`src/rtl/vga_pkg.sv`:
```
`default_nettype none
// ============================================================================
// Package     : vga_pkg
// Description : Shared VGA raster constants for the tic-tac-toe display path.
//               Holds the 640x480@60 Hz defaults, the derived totals and
//               sync windows, the per-pixel flag bundle carried through the
//               output pipeline, and a small helper to sum timing segments.
//               The board renderer imports this too, to get its geometry
//               bounds.
// Revision    : 1.0 - initial release
// ============================================================================
package vga_pkg;

  // Counter width for row/col; 1024 covers both totals.
  localparam int CNT_W = 10;

  localparam int H_ACTIVE_DEF = 640;
  localparam int H_FP_DEF     = 16;
  localparam int H_SYNC_DEF   = 96;
  localparam int H_BP_DEF     = 48;

  localparam int V_ACTIVE_DEF = 480;
  localparam int V_FP_DEF     = 10;
  localparam int V_SYNC_DEF   = 2;
  localparam int V_BP_DEF     = 33;

  function automatic int seg_total(input int active, input int fp,
                                   input int sync, input int bp);
    return active + fp + sync + bp;
  endfunction

  localparam int H_TOTAL = seg_total(H_ACTIVE_DEF, H_FP_DEF, H_SYNC_DEF, H_BP_DEF);
  localparam int V_TOTAL = seg_total(V_ACTIVE_DEF, V_FP_DEF, V_SYNC_DEF, V_BP_DEF);

  // Sync windows are [START, END) in pixels/lines.
  localparam int H_SYNC_START = H_ACTIVE_DEF + H_FP_DEF;
  localparam int H_SYNC_END   = H_SYNC_START + H_SYNC_DEF;
  localparam int V_SYNC_START = V_ACTIVE_DEF + V_FP_DEF;
  localparam int V_SYNC_END   = V_SYNC_START + V_SYNC_DEF;

  // Flags describing the pixel currently presented to the renderer.
  typedef struct packed {
    logic act;  // inside the visible area
    logic hs;   // inside the horizontal sync window (raw, active-high)
    logic vs;   // inside the vertical sync window (raw, active-high)
  } pix_flags_t;

endpackage : vga_pkg
`default_nettype wire

```
`src/rtl/vga_timing.sv`:
```
`default_nettype none
// ============================================================================
// Module      : vga_timing
// Description : VGA raster timing generator. Divides CLK down to a pixel
//               strobe, runs the col/row counters, feeds them to the board
//               renderer and registers the renderer's colour back in. Sync is
//               delayed through the same one-pixel pipeline as the colour so
//               the DAC sees RGB and sync aligned.
// Ports       : CLK         in   system clock
//               RST         in   asynchronous reset, active-low
//               col/row     out  pixel/line counters, zero-extended to 32 bits
//               vnotactive  out  high while row is in vertical blanking
//               frame_start out  one-CLK pulse as counters wrap to (0,0)
//               red_in/green_in/blue_in in  renderer colour for the
//                                           currently presented pixel
//               vga_r/g/b   out  blanked colour to the DAC
//               vga_hs/vs   out  sync outputs, active level set by SYNC_POL
// Revision    : 1.0 - initial release
// ============================================================================
module vga_timing
  import vga_pkg::*;
#(
  parameter int   H_ACTIVE = H_ACTIVE_DEF,
  parameter int   H_FP     = H_FP_DEF,
  parameter int   H_SYNC   = H_SYNC_DEF,
  parameter int   H_BP     = H_BP_DEF,
  parameter int   V_ACTIVE = V_ACTIVE_DEF,
  parameter int   V_FP     = V_FP_DEF,
  parameter int   V_SYNC   = V_SYNC_DEF,
  parameter int   V_BP     = V_BP_DEF,
  parameter int   CLK_DIV  = 2,
  parameter logic SYNC_POL = 1'b0
) (
  input  logic        CLK,
  input  logic        RST,
  output logic [31:0] col,
  output logic [31:0] row,
  output logic        vnotactive,
  output logic        frame_start,
  input  logic        red_in,
  input  logic        green_in,
  input  logic        blue_in,
  output logic        vga_r,
  output logic        vga_g,
  output logic        vga_b,
  output logic        vga_hs,
  output logic        vga_vs
);

  // With a single CLK per pixel the colour would be captured on the same
  // edge the counters move, i.e. the renderer's answer for the old pixel.
  if (CLK_DIV < 2) begin : g_bad_clk_div
    $error("vga_timing: CLK_DIV must be 2 or more");
  end

  localparam int H_TOT    = seg_total(H_ACTIVE, H_FP, H_SYNC, H_BP);
  localparam int V_TOT    = seg_total(V_ACTIVE, V_FP, V_SYNC, V_BP);
  localparam int HS_START = H_ACTIVE + H_FP;
  localparam int HS_END   = HS_START + H_SYNC;
  localparam int VS_START = V_ACTIVE + V_FP;
  localparam int VS_END   = VS_START + V_SYNC;

  localparam int DIV_W = (CLK_DIV > 2) ? $clog2(CLK_DIV) : 1;
  localparam logic [DIV_W-1:0] DIV_LAST = DIV_W'(CLK_DIV - 1);

  localparam logic [CNT_W-1:0] H_LAST    = CNT_W'(H_TOT - 1);
  localparam logic [CNT_W-1:0] V_LAST    = CNT_W'(V_TOT - 1);
  localparam logic [CNT_W-1:0] H_ACT_LIM = CNT_W'(H_ACTIVE);
  localparam logic [CNT_W-1:0] V_ACT_LIM = CNT_W'(V_ACTIVE);
  localparam logic [CNT_W-1:0] HS_LO     = CNT_W'(HS_START);
  localparam logic [CNT_W-1:0] HS_HI     = CNT_W'(HS_END);
  localparam logic [CNT_W-1:0] VS_LO     = CNT_W'(VS_START);
  localparam logic [CNT_W-1:0] VS_HI     = CNT_W'(VS_END);

  logic [DIV_W-1:0] div_q, div_d;
  logic [CNT_W-1:0] col_q, col_d;
  logic [CNT_W-1:0] row_q, row_d;
  logic             vnot_q, vnot_d;
  logic             fs_q, fs_d;
  pix_flags_t       flags_q, flags_d;
  logic             r_q, r_d;
  logic             g_q, g_d;
  logic             b_q, b_d;
  logic             hs_q, hs_d;
  logic             vs_q, vs_d;
  logic             pix_en;

  assign pix_en = (div_q == DIV_LAST);

  always_comb begin
    div_d   = pix_en ? '0 : div_q + DIV_W'(1);
    col_d   = col_q;
    row_d   = row_q;
    vnot_d  = vnot_q;
    fs_d    = 1'b0;
    flags_d = flags_q;
    r_d     = r_q;
    g_d     = g_q;
    b_d     = b_q;
    hs_d    = hs_q;
    vs_d    = vs_q;

    if (pix_en) begin
      if (col_q == H_LAST) begin
        col_d = '0;
        row_d = (row_q == V_LAST) ? '0 : row_q + CNT_W'(1);
      end else begin
        col_d = col_q + CNT_W'(1);
      end
      fs_d   = (col_q == H_LAST) && (row_q == V_LAST);
      vnot_d = (row_d >= V_ACT_LIM);

      // Flags are taken from the pixel being presented next, so on the
      // following strobe they describe exactly the pixel whose colour the
      // renderer is then returning.
      flags_d.act = (col_d < H_ACT_LIM) && (row_d < V_ACT_LIM);
      flags_d.hs  = (col_d >= HS_LO) && (col_d < HS_HI);
      flags_d.vs  = (row_d >= VS_LO) && (row_d < VS_HI);

      r_d  = red_in   & flags_q.act;
      g_d  = green_in & flags_q.act;
      b_d  = blue_in  & flags_q.act;
      hs_d = flags_q.hs ^ ~SYNC_POL;
      vs_d = flags_q.vs ^ ~SYNC_POL;
    end
  end

  always_ff @(posedge CLK or negedge RST) begin
    if (!RST) begin
      div_q   <= '0;
      col_q   <= '0;
      row_q   <= '0;
      vnot_q  <= 1'b0;
      fs_q    <= 1'b0;
      flags_q <= '0;
      r_q     <= 1'b0;
      g_q     <= 1'b0;
      b_q     <= 1'b0;
      hs_q    <= ~SYNC_POL;
      vs_q    <= ~SYNC_POL;
    end else begin
      div_q   <= div_d;
      col_q   <= col_d;
      row_q   <= row_d;
      vnot_q  <= vnot_d;
      fs_q    <= fs_d;
      flags_q <= flags_d;
      r_q     <= r_d;
      g_q     <= g_d;
      b_q     <= b_d;
      hs_q    <= hs_d;
      vs_q    <= vs_d;
    end
  end

  assign col         = {{(32-CNT_W){1'b0}}, col_q};
  assign row         = {{(32-CNT_W){1'b0}}, row_q};
  assign vnotactive  = vnot_q;
  assign frame_start = fs_q;
  assign vga_r       = r_q;
  assign vga_g       = g_q;
  assign vga_b       = b_q;
  assign vga_hs      = hs_q;
  assign vga_vs      = vs_q;

endmodule : vga_timing
`default_nettype wire

```
`config.mk`:
```
export PLATFORM = sky130hd
export DESIGN_NAME = vga_timing
export DESIGN_NICKNAME = d
export VERILOG_FILES = /design/src/rtl/vga_pkg.sv /design/src/rtl/vga_timing.sv
export SDC_FILE = /design/constraint.sdc
export NUM_CORES = 1
export LEC_CHECK = 0
export BUFFER_PORTS_ARGS = -buffer_cell sky130_fd_sc_hd__buf_2
export CAP_MARGIN = 40
export CORE_MARGIN = 4
export CORE_UTILIZATION = 54
export DETAILED_ROUTE_END_ITERATION = 8
export PLACE_DENSITY = 0.91
export SETUP_SLACK_MARGIN = 0.3
export SYNTH_ARGS = -nofsm -noshare
export SYNTH_HDL_FRONTEND = slang
export SYNTH_SLANG_ARGS = --single-unit
```
`constraint.sdc`:
```
create_clock -name CLK -period 4 [get_ports CLK]
set_clock_uncertainty 0.2 [all_clocks]
set_input_delay 0 -clock CLK [delete_from_list [all_inputs] [get_ports CLK]]
set_output_delay 0 -clock CLK [all_outputs]
set_load 0.05 [all_outputs]
```
==> impl_metrics.env, run 1 <==
export IMPL_finalCriticalPeriod_ps=2300
export IMPL_slowest_stage="dfrtp_1"
export IMPL_power_leakage_nw=1.09
export IMPL_final_setup_viol_count=0
export IMPL_route_detailed_drc=0
export IMPL_grt_pass1_vias=1384
export IMPL_crit_family="simple AND/OR/NAND/NOR gates"
export IMPL_maxCapViolCount=0
export IMPL_cp_depth=6
export IMPL_cp_end_kind="flop"
export IMPL_final_nets=277
export IMPL_synth_top_family_by_area="buffers and inverters"
export IMPL_synth_xor_area_frac=0.0493
export IMPL_hold_viol_final=0
export IMPL_root_buffer="clkbuf_8"
export IMPL_rsz0062_at_grt="no"
export IMPL_cts_sinks=31
export IMPL_yosysSeqAreaShare=0.365
export IMPL_synthCells=237
export IMPL_avgViaCountPerCell=5.30
export IMPL_start_kind="flop"
export IMPL_avgSynthCellArea_sq_um=8.99
export IMPL_critPathArrivalTime_ps=2280
export IMPL_place_hpwl_microns=2990
export IMPL_core_area_sq_um=3740
export IMPL_yosysTopAreaCell="dfrtp_1"
export IMPL_io_pins=76
export IMPL_routed_wl_microns=4170
export IMPL_synthesis_area_sq_um=2130
export IMPL_post_cts_resized=0
export IMPL_synth_seq_cells=31
export IMPL_worst_pin_slew_ps=815
export IMPL_r2r_slack_ps=1700
export IMPL_status="completed"
export IMPL_startpoint="col_q[7]"
export IMPL_synth_fa_ha_area_frac=0.0176
export IMPL_postSynth_asyncResetShare=1.00
export IMPL_ant_nets=0
export IMPL_overflow=0
export IMPL_synthTopCellsByCount="46 x buf_4, 29 x dfrtp_1, 22 x nand2_1"
export IMPL_yosysWarnings=0
export IMPL_r2r_start="col_q[7]"
export IMPL_cts_buffers=5
export IMPL_dieHeight_microns=70.8
export IMPL_initial_core_util=0.569
export IMPL_stdcell_count=318
export IMPL_drtIter0Drc=106
export IMPL_ys_types=51
export IMPL_vdd_drop_max_uv=172
export IMPL_worst_r2r_endpoint="flags_q[2]"
export IMPL_synth_mux_area_frac=0.00998
export IMPL_fin_crit_sh=0.575
export IMPL_worst_path_buf_inv=1
export IMPL_cp_max_fo=9
export IMPL_synth_top_area_share=0.341
export IMPL_synth_most_common_cell="buf_4"
export IMPL_max_freq_mhz=435
export IMPL_slew_headroom=0.456
export IMPL_antenna_found_initial=0
export IMPL_antennaDiodeCount=0
export IMPL_firstDrtPassIters=4
export IMPL_cp_data_required_time_ps=3970
export IMPL_max_stage_delay_ps=510
export IMPL_worstPathCellList="nor4b_4 > and3_1 > nand2_1 > o22ai_1 > inv_1 > o32ai_2"
export IMPL_dp_cells=306
export IMPL_area_delta_synth_final_pct=4.40
export IMPL_drive_above_1_share=0.189
export IMPL_r2r_cells=6
export IMPL_synth_compound_area_frac=0.140
export IMPL_synthSimpleGateAreaFrac=0.207
export IMPL_core_rowCount=22
export IMPL_wl_per_cell_microns=13.1
export IMPL_grtUsageTotal=0.165
export IMPL_hold_class="in2async"
export IMPL_grt_pass1_wl_microns=6640
export IMPL_worstSetupEndpoint="flags_q[2]"
export IMPL_p_per_area_nw_per_um2=295
export IMPL_htreeDepth=2
export IMPL_vias=1685
export IMPL_crit_type="reg2reg"
export IMPL_clk_latency_ps=280
export IMPL_synth_edf_count=0
export IMPL_portBuffers=31
export IMPL_synth_ff_type="dfrtp_1"
export IMPL_dieArea_sq_um=5010
export IMPL_tns_ps=0
export IMPL_synth_area_leaders="dfrtp_1 34%, buf_4 16%, o21ai_0 4.5%, nand2_1 3.9%, nand3_1 3.5%"
export IMPL_clockBufferDepth=2
export IMPL_clkTransAtPathRegs_ps=60
export IMPL_die_x_microns=70.8
export IMPL_cts_tree="built"
export IMPL_grt_max_degree=32
export IMPL_finalMaxSlewViolations=0
export IMPL_gp_congestion=0.972
export IMPL_fill_cells=339
[cells by family (layout without fill, tap and decap cells)]
| logic type | Yosys count | after routing |
|---|---|---|
| other | 1 | 44 |
| DFF | 31 | 31 |
| muxes | 2 | 2 |
| AOI/OAI and AO/OA | 45 | 45 |
| buffers and inverters | 64 | 54 |
| xor gates and xnor gates | 12 | 12 |
| and+or+nand+nor | 79 | 79 |
| adders and majority gates | 3 | 3 |
[power breakdown]
part | switching [mW] | internal (mW)
logic | 0.104 | 0.00590
clock network | 0.109 | 0.122
registers | 0.000606 | 0.315
total | 0.214 | 0.443
[worst min-delay path by stage]
stage / start / end / depth (start not counted) / slack [ps]
finish: RST / row_q[0] / 2 / 110
global placement: RST / row_q[4] / 1 / -130
detailed placement: RST / row_q[0] / 1 / -120
global route: RST / col_q[1] / 2 / 190
floorplan: RST / col_q[0] / 0 / -500
CTS: RST / col_q[1] / 2 / 110
[registers in the layout (all words and copies together), names as in the netlist]
name         flops
vga_hs           1
vnotactive       1
div_q            1
col_q           10
frame_start      1
vga_r            1
flags_q          3
vga_b            1
vga_vs           1
row_q           10
vga_g            1
[repair_timing]
item / 4_1_cts / 5_1_grt
hold endpoints to repair: 34 / 0
hold buffers: 4 / 0
buffers inserted: 0 / 0
[cell usage in the layout, fill, tap and decap left out, types with 2 or more instances in the layout]
cell | Yosys | layout
and4_1 | 2 | 2
buf_2 | 2 | 31
clkbuf_1 | 1 | 2
clkbuf_8 | 0 | 5
xnor2_1 | 8 | 8
xor2_1 | 4 | 4
and3_1 | 6 | 6
dfstp_2 | 2 | 2
nor3_1 | 4 | 4
o31ai_1 | 4 | 4
dfrtp_1 | 29 | 29
dlygate4sd3_1 | 0 | 4
nand4_1 | 4 | 4
a31oi_1 | 2 | 2
o21ai_1 | 2 | 2
conb_1 | 1 | 44
o21ai_0 | 19 | 19
nor2_1 | 9 | 9
ha_1 | 3 | 3
and2_1 | 4 | 4
nor3_2 | 2 | 2
nand2_1 | 22 | 22
inv_1 | 11 | 11
a21oi_1 | 5 | 5
nand3_1 | 15 | 15
[per-layer routing]
layer / track usage / part of all wire / wire length, microns / vias up
li1: - / - / - / 797
met3: 0.0469 / 0.086 / 359 / 9
met5: 0 / 0 / 0 / -
met2: 0.256 / 0.48 / 2000 / 92
met1: 0.221 / 0.42 / 1740 / 787
met4: 0.0605 / 0.018 / 73 / 0
[area by class of cell]
class / instances / area [sq um] / area share
well taps: 48 / 60.1 / 0.0270
clock buffers: 7 / 76.3 / 0.0343
multi-input cells: 185 / 1070 / 0.480
repair buffers: 35 / 195 / 0.0877
inverters: 11 / 41.3 / 0.0186
clock inverters: 1 / 5.00 / 0.00225
flip-flops and latches: 31 / 778 / 0.350
[stage by stage]
step / cell area [sq um] / setup WS [ps] / hold slack [ps] / power (mW) / utilization
finish: 2220 / 1700 / 105 / 0.657 / 0.594
global route: 2220 / 1550 / 190 / 0.689 / 0.594
CTS: 2220 / 1720 / 112 / 0.664 / 0.594
detailed placement: 2100 / 1740 / -120 / 0.428 / 0.562
global placement: 2100 / 1790 / -131 / 0.428 / 0.562
floorplan: 2290 / 1660 / -496 / 0.452 / -
No activity file was read; power rests on OpenSTA's default activity.
==> run 2, diff against run 1 <==
--- a/config.mk
+++ b/config.mk
@@ -5,12 +5,13 @@
 export SDC_FILE = /design/constraint.sdc
 export NUM_CORES = 1
 export LEC_CHECK = 0
+export ABC_AREA = 1
 export BUFFER_PORTS_ARGS = -buffer_cell sky130_fd_sc_hd__buf_2
 export CAP_MARGIN = 40
 export CORE_MARGIN = 4
-export CORE_UTILIZATION = 54
+export CORE_UTILIZATION = 45
 export DETAILED_ROUTE_END_ITERATION = 8
-export PLACE_DENSITY = 0.91
+export PLACE_DENSITY = 0.81
 export SETUP_SLACK_MARGIN = 0.3
 export SYNTH_ARGS = -nofsm -noshare
 export SYNTH_HDL_FRONTEND = slang
==> constraint.sdc (replaced) <==
create_clock -name CLK -period 2 [get_ports CLK]
set_clock_uncertainty 0.2 [all_clocks]
set_input_delay 0 -clock CLK [delete_from_list [all_inputs] [get_ports CLK]]
set_output_delay 0 -clock CLK [all_outputs]
set_load 0.05 [all_outputs]
==> run 2 against run 1 <==
Compared with the run above:
- critical endpoint is now vnotactive
- maximum frequency increased by 27%
- hold slack got worse by 5.4 ps
- design area increased by 18%
- synthesized cell count increased by 32%
- worst setup slack got worse by 1500 ps
==> impl_metrics.env, run 2 <==
export IMPL_crit_family="simple AND/OR/NAND/NOR gates"
export IMPL_worst_pin_slew_ps=704
export IMPL_synthTopCellsByCount="94 x nand2_1, 44 x buf_4, 29 x dfrtp_1"
export IMPL_root_buffer="clkbuf_8"
export IMPL_multi_input_area_sq_um=1230
export IMPL_place_hpwl_microns=3730
export IMPL_yosysWarnings=0
export IMPL_rsz0062_at_grt="yes"
export IMPL_yosysSeqAreaShare=0.356
export IMPL_antenna_found_initial=0
export IMPL_cp_max_fo=5
export IMPL_maxCapViolCount=0
export IMPL_finalMaxSlewViolations=0
export IMPL_synth_seq_cells=31
export IMPL_grtUsageTotal=0.179
export IMPL_grt_pass1_wl_microns=8870
export IMPL_dieHeight_microns=77.7
export IMPL_synth_most_common_cell="nand2_1"
export IMPL_synthesis_area_sq_um=2180
export IMPL_final_nets=370
export IMPL_htreeDepth=2
export IMPL_core_area_sq_um=4720
export IMPL_overflow=0
export IMPL_max_stage_delay_ps=440
export IMPL_synth_top_area_share=0.332
export IMPL_tns_ps=0
export IMPL_vias=2055
export IMPL_route_detailed_drc=0
export IMPL_initial_core_util=0.463
export IMPL_cp_data_required_time_ps=1980
export IMPL_cp_end_kind="flop"
export IMPL_fill_cells=411
export IMPL_grt_max_degree=32
export IMPL_slew_headroom=0.531
export IMPL_area_delta_synth_final_pct=20.4
export IMPL_antennaDiodeCount=0
export IMPL_cts_tree="built"
export IMPL_p_per_area_nw_per_um2=512
export IMPL_postSynth_asyncResetShare=1.00
export IMPL_layout_commonest_cell="nand2_1"
export IMPL_routed_wl_microns=5420
export IMPL_crit_type="reg2reg"
export IMPL_hold_viol_final=0
export IMPL_synth_area_leaders="dfrtp_1 33%, nand2_1 16%, buf_4 15%, nand3_1 6.2%, o21ai_0 4.6%"
export IMPL_dp_cells=407
export IMPL_drtIter0Drc=147
export IMPL_clk_latency_ps=290
export IMPL_startpoint="row_q[0]"
export IMPL_cts_buffers=5
export IMPL_synthCells=313
export IMPL_crit_path_frequent_cell="nand2_1"
export IMPL_clkTransAtPathRegs_ps=70
export IMPL_grt_pass1_vias=1946
export IMPL_vdd_drop_max_uv=405
export IMPL_firstDrtPassIters=4
export IMPL_yosysTopAreaCell="dfrtp_1"
export IMPL_finalCriticalPeriod_ps=1820
export IMPL_cts_sinks=31
export IMPL_stdcell_count=430
export IMPL_avgSynthCellArea_sq_um=6.98
export IMPL_core_rowCount=25
export IMPL_die_x_microns=77.7
export IMPL_ys_types=28
export IMPL_ant_nets=0
export IMPL_gp_congestion=0.968
export IMPL_worstPathCellList="ha_4 > nand2_1 > nor2_2 > nand3_1 > nand2_1 > nand2_1 > o21ai_2 > inv_2 > nand3_1 > nand2_1 > nand2_1 > nand2_1"
export IMPL_fin_crit_sh=0.909
export IMPL_wl_per_cell_microns=12.6
export IMPL_power_leakage_nw=1.34
export IMPL_clockBufferDepth=2
export IMPL_slowest_stage="dfrtp_2"
export IMPL_hold_class="in2async"
export IMPL_critPathArrivalTime_ps=1800
export IMPL_synth_ff_type="dfrtp_1"
export IMPL_layout_common_cells="88 x nand2_1, 44 x conb_1, 31 x buf_2"
export IMPL_r2r_start="row_q[0]"
export IMPL_dieArea_sq_um=6030
export IMPL_synth_edf_count=0
export IMPL_io_pins=76
export IMPL_status="completed"
export IMPL_register_area_sq_um=800
export IMPL_top_regs="col_q (10), row_q (10), flags_q (3)"
export IMPL_avgViaCountPerCell=4.78
export IMPL_drive_above_1_share=0.311
export IMPL_worst_path_buf_inv=1
export IMPL_portBuffers=31
export IMPL_final_setup_viol_count=0
export IMPL_max_freq_mhz=550
export IMPL_start_kind="flop"
==> run 2: cell types whose count changed in the layout (fill, tap and decap cells not counted), sizes merged, moves of 5 or more <==
cell / change
nand4: +5
inv: +20
xnor2: -7
o21ai: +7
nand3: +13
nor3: -5
nor2: +15
buf: +14
nand2: +72
and3: -7
==> run 2: cells by family after synthesis <==
group	synth area share
and+or+nand+nor	0.313
buffers and inverters	0.220
AOI/OAI and AO/OA	0.0830
DFF	0.356
adders and majority gates	0.0172
xor gates and xnor gates	0.00802
other	0.00172
==> run 2: worst paths after layout <==
path                         endpoint  slack (ps)  depth (start not counted)
min in group CLK               vga_hs         250                          1
setup reg to reg           vnotactive         180                         12
max in group asynchronous    row_q[9]        1000                          2
hold / removal             flags_q[2]         100                          2
hold reg to reg                vga_hs         250                          1
setup / recovery           vnotactive         180                         12
==> run 2: metal layers <==
metal  up-vias  global-route usage  wire length, microns
met5         -                   0                     0
met4         0              0.0587                    68
met3         7              0.0336                   404
met2        89               0.300                  2590
met1       957               0.230                  2360
li1       1002                   -                     -
==> run 2: where the power goes <==
part	switching [mW]	internal [mW]
sequential	0.00191	0.630
clock	0.256	0.238
combinational	0.209	0.0113
total	0.467	0.879
==> run 2: timing repair <==
action                                  CTS  global route
endpoints found under the hold margin    34             0
setup buffers                             7             4
endpoints found under the setup margin    8            15
hold buffers                              4             0
gates resized for setup                  12            20
pin swaps                                 5             6
==> run 2: final cells by class <==
type                       instances  share of cell area
multi-input combinational        242               0.466
sequential                        31               0.304
timing repair buffer              49               0.114
inverter                          33              0.0519
tap                               67              0.0319
clock buffer                       5              0.0262
clock inverter                     3             0.00571
==> run 2: per-stage QoR <==
| step | worst slack (ps) | area [sq um] | total power, mW | util | hold slack [ps] |
|---|---|---|---|---|---|
| global route | 17.8 | 2630 | 1.39 | 0.557 | 167 |
| global placement | 151 | 2330 | 0.854 | 0.493 | -123 |
| detailed placement | 119 | 2330 | 0.855 | 0.493 | -107 |
| floorplan | 169 | 2420 | 0.903 | - | -496 |
| CTS | 192 | 2540 | 1.35 | 0.537 | 125 |
| finish | 181 | 2630 | 1.35 | 0.557 | 99.9 |
==> run 3, diff against run 2 <==
==> constraint.sdc (replaced) <==
create_clock -name CLK -period 2 [get_ports CLK]
set_clock_uncertainty 0.2 [all_clocks]
set_input_delay 0 -clock CLK [delete_from_list [all_inputs] [get_ports CLK]]
set_output_delay 0 -clock CLK [all_outputs]
set_load 0.005 [all_outputs]
==> run 3 against run 2 <==
Compared with the run above:
- first-iteration DRC count down 8.8%
- critical path depth unchanged
- core utilization up 3.0 points
- global-route usage up 0.46 points
- routed wire length up 3.2%
- worst setup slack worse by 84 ps
- clock-buffer cell count up 1
- register-to-register slack worse by 80 ps
==> impl_metrics.env, run 3 (same netlist as run 2, synthesis figures left out) <==
export IMPL_status="completed"
export IMPL_initial_core_util=0.463
export IMPL_power_share_sequential=0.476
export IMPL_multi_input_area_sq_um=1250
export IMPL_crit_type="reg2reg"
export IMPL_top_regs="col_q (10), row_q (10), flags_q (3)"
export IMPL_vdd_drop_max_uv=419
export IMPL_power_switching_mw=0.284
export IMPL_antenna_found_initial=0
export IMPL_final_nets=382
export IMPL_met2_length_microns=2630
export IMPL_cp_max_fo=4
export IMPL_worst_pin_slew_ps=681
export IMPL_drtIter0Drc=134
export IMPL_worst_path_buf_inv=2
export IMPL_final_setup_viol_count=0
export IMPL_tns_ps=0
export IMPL_slew_headroom=0.546
export IMPL_layout_commonest_cell="nand2_1"
export IMPL_grtUsageTotal=0.183
export IMPL_worstPathCellList="ha_2 > nand3_2 > inv_2 > nand2_4 > nor2_4 > buf_4 > nand2_1 > nand2_1 > nand2_1 > nor2_1 > nand4_1 > nand2_1"
export IMPL_avgViaCountPerCell=4.82
export IMPL_dieHeight_microns=77.7
export IMPL_clkTransAtPathRegs_ps=80
export IMPL_clockBufferDepth=2
export IMPL_design_area_sq_um=2770
export IMPL_r2r_start="col_q[0]"
export IMPL_cts_tree="built"
export IMPL_drive_above_1_share=0.315
export IMPL_hold_viol_final=0
export IMPL_vias=2130
export IMPL_switching_share=0.214
export IMPL_htreeDepth=2
export IMPL_die_x_microns=77.7
export IMPL_root_buffer="clkbuf_8"
export IMPL_io_pins=76
export IMPL_finalCriticalPeriod_ps=1900
export IMPL_p_clk_frac=0.488
export IMPL_grt_pass1_wl_microns=8930
export IMPL_crit_family="simple AND/OR/NAND/NOR gates"
export IMPL_start_kind="flop"
export IMPL_layout_common_cells="89 x nand2_1, 44 x conb_1, 31 x buf_2"
export IMPL_r2r_slack_ps=100
export IMPL_register_area_sq_um=787
export IMPL_overflow=0
export IMPL_cts_sinks=31
export IMPL_intPower_mw=1.04
export IMPL_cts_buffers=5
export IMPL_ant_nets=0
export IMPL_critPathArrivalTime_ps=1930
export IMPL_gp_congestion=0.937
export IMPL_grt_pass1_vias=1955
export IMPL_rsz0062_at_grt="yes"
export IMPL_max_freq_mhz=525
export IMPL_crit_path_frequent_cell="nand2_1"
export IMPL_core_rowCount=25
export IMPL_core_area_sq_um=4720
export IMPL_comb_power_share=0.036
export IMPL_place_hpwl_microns=3790
export IMPL_grt_max_degree=32
export IMPL_max_stage_delay_ps=360
export IMPL_place_area_sq_um=2290
export IMPL_wl_per_cell_microns=12.7
export IMPL_finalMaxSlewViolations=0
export IMPL_fill_cells=437
export IMPL_maxCapViolCount=0
export IMPL_antennaDiodeCount=0
export IMPL_power_leakage_nw=1.44
export IMPL_dieArea_sq_um=6030
export IMPL_slowest_stage="dfrtp_1"
export IMPL_firstDrtPassIters=5
export IMPL_portBuffers=31
export IMPL_p_per_area_nw_per_um2=479
export IMPL_cp_end_kind="flop"
export IMPL_cp_data_required_time_ps=2030
export IMPL_hold_class="in2async"
export IMPL_drt_met1_wl_microns=2420
export IMPL_r2r_cells=12
export IMPL_clk_latency_ps=290
export IMPL_route_detailed_drc=0
export IMPL_fin_crit_sh=0.952
export IMPL_top_layer_used="met4"
export IMPL_worst_r2r_endpoint="flags_q[0]"
export IMPL_met3_wirelength_microns=475
export IMPL_routed_wl_microns=5600
export IMPL_area_delta_synth_final_pct=26.8
[run 3: changes by cell type in the layout (fill, tap and decap cells not counted), sizes merged]
cell,delta
buf,+12
clkinv,-2
bufinv,+1
clkbuf,+1
[run 3: per-layer routing]
metal	track usage	up-vias
li1	-	1030
met1	0.252	983
met2	0.283	109
met3	0.0441	8
met4	0.0569	0
met5	0	-
[run 3: cell type report]
type | count | area share
multi-input cells | 242 | 0.452
flip-flops and latches | 31 | 0.284
repair buffers | 61 | 0.145
inverters | 33 | 0.0465
well taps | 67 | 0.0303
clock buffers | 6 | 0.0298
clock inverters | 2 | 0.0126
[run 3: power by group through the flow]
stage / clock, mW / sequential (mW) / combinational, mW
finish: 0.649 / 0.632 / 0.0475
CTS: 0.662 / 0.631 / 0.0461
global route: 0.694 / 0.632 / 0.0566
floorplan: 0 / 0.644 / 0.0828
global placement: 0 / 0.643 / 0.0400
detailed placement: 0 / 0.643 / 0.0403
[run 3: metrics by stage]
step                power, mW  hold WS [ps]   util  setup slack, ps  instances
detailed placement      0.684          -119  0.484             34.3        410
CTS                      1.34           109  0.550              119        433
global placement        0.683          -121  0.484             49.3        410
floorplan               0.727          -496      -              313        356
global route             1.38           171  0.586             2.65        442
finish                   1.33           104  0.586             96.8        442
[run 3: worst max-delay path by stage]
stage | from | end | slack [ps] | depth (start not counted)
floorplan | col_q[0] | vnotactive | 310 | 12
global route | col_q[0] | flags_q[0] | 3 | 11
finish | col_q[0] | flags_q[0] | 100 | 12
detailed placement | row_q[0] | vnotactive | 30 | 12
CTS | col_q[1] | flags_q[0] | 120 | 12
global placement | row_q[0] | vnotactive | 50 | 12
[run 3: timing repair]
item                                   in CTS  in global routing
setup endpoints to repair                  11                 18
hold buffers                                4                  0
pin swaps                                  11                 17
buffers inserted                           11                  9
endpoints found under the hold margin      34                  0
resized for setup                          19                 33
